**src/rtl/comb_sweep_checker_pkg.sv**
```systemverilog
// Shared types and constants for the combinational truth-table sweeper.
package comb_sweep_pkg;

   typedef enum logic [2:0] {IDLE, DRIVE, WAIT, CAPTURE, DONE} state_t;

   localparam int                SIG_W    = 16;
   localparam logic [SIG_W-1:0]  SIG_POLY = 16'h1021;

endpackage

```
**src/rtl/comb_sweep_checker_misr.sv**
```systemverilog
// 16-bit MISR (x^16+x^12+x^5+1) folding one captured response per enabled cycle.
module sweep_misr
   import comb_sweep_pkg::*;
#(
   parameter int DIN_W = 1
) (
   input  logic              i_clk,
   input  logic              i_rst,
   input  logic              i_clr,
   input  logic              i_en,
   input  logic [DIN_W-1:0]  i_din,
   output logic [SIG_W-1:0]  o_sig
);
   logic [SIG_W-1:0] r_sig;
   logic [SIG_W-1:0] w_din_ext;
   logic [SIG_W-1:0] w_fb;

   assign w_din_ext = {{(SIG_W-DIN_W){1'b0}}, i_din};
   assign w_fb      = r_sig[SIG_W-1] ? SIG_POLY : '0;

   always_ff @(posedge i_clk) begin
      if (i_rst || i_clr)
         r_sig <= '0;
      else if (i_en)
         r_sig <= {r_sig[SIG_W-2:0], 1'b0} ^ w_fb ^ w_din_ext;
   end

   assign o_sig = r_sig;
endmodule

```
**config.mk**
```make
export PLATFORM = sky130hd
export DESIGN_NAME = sweep_misr
export DESIGN_NICKNAME = d
export VERILOG_FILES = /design/src/rtl/comb_sweep_checker_pkg.sv /design/src/rtl/comb_sweep_checker_misr.sv
export SDC_FILE = /design/constraint.sdc
export NUM_CORES = 1
export LEC_CHECK = 0
export BUFFER_PORTS_ARGS = -buffer_cell sky130_fd_sc_hd__buf_2
export CORE_MARGIN = 2
export CORE_UTILIZATION = 46
export CTS_CLUSTER_SIZE = 12
export DETAILED_ROUTE_END_ITERATION = 8
export PLACE_DENSITY = 0.76
export SYNTH_ARGS = -nofsm -noshare
export SYNTH_HDL_FRONTEND = slang
export SYNTH_SLANG_ARGS = --single-unit
```
**constraint.sdc**
```tcl
create_clock -name i_clk -period 1.1 [get_ports i_clk]
set_clock_uncertainty 0.05 [all_clocks]
set_input_delay 0.275 -clock i_clk [delete_from_list [all_inputs] [get_ports i_clk]]
set_output_delay 0.275 -clock i_clk [all_outputs]
set_load 0.02 [all_outputs]
```
# Yosys cells after proc, flatten, opt, wreduce, memory -nomap -nowiden

Cells that the tools add are included.

Multiplexer cells: 1
Bitwise operators: 2
Reductions and logical operators: 1

Operators with widths:

| cell             | count |
|---|---|
| $xor 16x1->16    | 1 |
| $xor 16x13->16   | 1 |
| $mux 13          | 1 |
| $logic_or 1x1->1 | 1 |

Flip-flop bits (word level): 16
Input port bits: 5
Output and inout bits: 16
Word-level logic and storage cells: 5

# Longest topological paths before layout

Depth in word-level cells: 3
Depth in mapped cells: 4
Gate-level depth less buffers: 2

# Worst setup path before layout

OpenSTA, ideal clock, no wires.

Path kind: register -> register
Start: register r_sig[15], in the netlist o_sig[15]
End: register r_sig[0], in the netlist o_sig[0]
Setup time: 0.086 ns
Arrival time: 0.822 ns
Required time: 0.964 ns
Setup slack: 0.142 ns
Cell stages (with the launch flop): 3
Path buffers: 0
Period minus slack after synthesis: 0.958 ns
Cell sequence: dfxtp_1 -> xnor2_1 -> a211oi_1

Word-level cells in the longest chain between the ends: 3

RTL lines:

| what                   | RTL line                      | text |
|---|---|---|
| from (decl)            | comb_sweep_checker_misr.sv:14 | `logic [SIG_W-1:0] r_sig;` |
| from (signal assigned) | comb_sweep_checker_misr.sv:25 | `r_sig <= {r_sig[SIG_W-2:0], 1'b0} ^ w_fb ^ w_din_ext;` |
| $mux 13                | comb_sweep_checker_misr.sv:19 | `assign w_fb = r_sig[SIG_W-1] ? SIG_POLY : '0;` |
| $xor 16x13->16         | comb_sweep_checker_misr.sv:25 |  |
| $xor 16x1->16          | comb_sweep_checker_misr.sv:25 |  |

Every way passes these cells.
A chain may end at the register's enable or synchronous reset.

# Worst setup path in the final report

Start: register r_sig[5], in the netlist o_sig[5]
End: output o_sig[5]

RTL lines:

| what      | RTL line                      | text |
|---|---|---|
| to (decl) | comb_sweep_checker_misr.sv:12 | `output logic [SIG_W-1:0] o_sig` |

No word-level cell between the ends.

==> flow_metrics.tcl <==
set metrics [dict create \
    insertion_delay_ns 0.29 \
    grt_pass1_wl_mm 1.883 \
    core_area_sq_um 1269 \
    finalHoldViolCount 0 \
    die_area_sq_um 1647 \
    die_w_microns 40.58 \
    period_needed_ns 1.099 \
    largest_reg_flops 16 \
    setup_viol 0 \
    syn_inst 56 \
    synth_compound_area_share_pct 3.659 \
    hpwl_microns 704.4 \
    yosysUniqueCellTypes 8 \
    clk_pin_slew_ns 0.09 \
    r2r_end "o_sig[0]$_SDFFE_PP0P_" \
    r2r_setup_slack_ns 0.11 \
    clock.fmax_mhz 909.6 \
    synth_adder_area_share_pct 0 \
    vias 505 \
    reg2reg_from "o_sig[15]$_SDFFE_PP0P_" \
    ant_nets 0 \
    slowest_delay_ns 0.37 \
    place_area_sq_um 732.0 \
    power_per_cell_area_nw_per_um2 1070 \
    drc 0 \
    cts_sinks 16 \
    fp.dieH_microns 40.58 \
    hold-path-endpoint "o_sig[0]$_SDFFE_PP0P_" \
    synthMuxAreaShare_pct 21.14 \
    area_growth_pct 60.57 \
    netSwitchingFraction_pct 21.47 \
    place_inst 91 \
    routed_wl_mm 1.247 \
    p_clk_share_pct 36.3 \
    ios 21 \
    drt_iter0_markers 3 \
    dp_slack_ns 0.02749 \
    fin_crit_sh_pct 99.95 \
    portBuffers 20 \
    cp_slowest_cell "dfxtp_2" \
    cts_hold_buf 0 \
    htreeDepth 1 \
    via_per_inst 4.676 \
    required_ns 0.77 \
    p_int_mw 0.8304 \
    layout_common_cells "buf_6, buf_4, dfxtp_2" \
    hold_start "i_din" \
    wl_per_cell_microns 11.55 \
    path_max_fanout 3 \
    crit_path_end_kind "primary output" \
    ys_seq_area_share_pct 52.03 \
    ir_drop_v 0.0009372 \
    worstPathArrival_ns 0.77 \
    seqPwrFrac_pct 55.4 \
    syn_area_sq_um 615.6 \
    clock-root-buffer "clkbuf_4" \
    rows 13 \
    hp-class "in2reg" \
    cp_top_family "flip-flops" \
    drive_above_1_share_pct 63.44 \
    synth_nets 61 \
    worst_slew_pin_slew_ns 0.1696 \
    synth_top_family_by_area "multiplexers" \
    nets 99 \
    drt_first_pass_iters 2 \
    synth-warning-count 0 \
    status "finished clean" \
    crit_path_cell_trace "buf_6" \
    syn_area_per_cell_sq_um 10.99 \
    crit_buf_inv 1 \
    r2r_cells 3 \
    cts_tree "built" \
    p_sw_mw 0.2270 \
    synth_xor_xnor_area_share_pct 4.268 \
    combinationalPowerShare_pct 8.3 \
    grt_overflow_total 0 \
    place.gp.congestion 0.6370 \
    grt_start_max_net_pins 20 \
    cts_buffer_depth 2 \
    final_cell_area_sq_um 988.4 \
    grt_pass1_vias 442 \
    worst_setup_path_start_kind "flip-flop" \
    fin_util_pct 77.91 \
    power_leakage_nw 0.4597 \
    rsz0062_at_grt "true" \
    start_util_pct 48.52 \
    numCtsBuffers 3 \
    slew_viol_final 0 \
    fin_ws_ns 0.0005992 \
    slew-limit-headroom_pct 88.37 \
    fin_cells 108 \
    holdPathStages 3 \
    ys_seq_elements 16 \
    drv_cap 0 \
    antenna_cells 0 \
    synth-simple-area-share_pct 11.59 \
    antenna_found_initial 0 \
    grt_use_total_pct 18.46 \
    critPathKind "reg2out" \
]
[power groups by stage]
| stage | Sequential, mW | Clock [mW] | Combinational [mW] |
|---|---|---|---|
| 6_report | 0.586 | 0.384 | 0.0880 |
| 5_1_grt | 0.587 | 0.433 | 0.0956 |
| 4_1_cts | 0.585 | 0.391 | 0.0863 |
| 3_5_place_dp | 0.601 | 0 | 0.0766 |
| 3_3_place_gp | 0.601 | 0 | 0.0764 |
| 2_1_floorplan | 0.607 | 0 | 0.0529 |
[kinds of logic (layout without fill, tap and decap cells)]
kind of cell | count (synthesis) | after routing
AO/OA/AOI/OAI | 3 | 3
XOR/XNOR | 3 | 3
buffers and inverters | 4 | 41
flip-flops | 16 | 16
multiplexers | 13 | 13
AND/OR/NAND/NOR | 17 | 17
[what timing repair did]
action | CTS | global route
hold endpoints to repair | 0 | 0
cloned | 0 | 0
endpoints found under the setup margin | 16 | 16
gates resized for setup | 36 | 13
setup buffers | 11 | 2
[how the worst max path moves through the flow]
stage,end,depth (start not counted),start
2_1_floorplan,o_sig[0]$_SDFFE_PP0P_,2,o_sig[15]$_SDFFE_PP0P_
3_3_place_gp,o_sig[6]$_SDFFE_PP0P_,4,i_clr
3_5_place_dp,o_sig[8]$_SDFFE_PP0P_,4,i_clr
4_1_cts,o_sig[5],1,o_sig[5]$_SDFFE_PP0P_
5_1_grt,o_sig[5],1,o_sig[5]$_SDFFE_PP0P_
6_report,o_sig[5],1,o_sig[5]$_SDFFE_PP0P_
[cell usage after synthesis]
cell type / number / area [sq um]
xnor2_1: 3 / 26.28
dfxtp_1: 16 / 320.3
buf_6: 4 / 45.04
nor2_1: 14 / 52.55
mux2i_1: 13 / 130.1
nor2_2: 2 / 12.51
a211oi_1: 3 / 22.52
or2_1: 1 / 6.260
[metrics by stage]
stage / setup TNS (ns) / total power [mW] / hold slack (ns)
floorplan: 0 / 0.6595 / 0.4253
global placement: 0 / 0.6770 / 0.4481
detailed placement: 0 / 0.6774 / 0.4471
CTS: -0.0003025 / 1.063 / 0.2293
global route: -0.2730 / 1.115 / 0.2390
finish: 0 / 1.057 / 0.2329
[cell type report]
type,instances,area [sq um]
Timing Repair Buffer,37,340.3
Tap cell,15,18.77
Clock buffer,4,36.28
Fill cell,84,280.3
Multi-Input combinational cell,36,250.2
Sequential cell,16,342.8
[per-layer routing]
metal,routed length (microns),global-route usage (%),up-vias
li1,-,-,260
met2,638,32.14,16
met3,80,10.00,0
met5,0,0,-
met4,0,5.000,0
met1,528,18.92,229
[worst reg2reg max path, cell delays in order, from the launching register on]
cell and delay [ns]:
dfxtp_4 0.36, buf_4 0.15, xnor2_1 0.13, a211oi_1 0.22
Power figures use the tool's default switching activity.
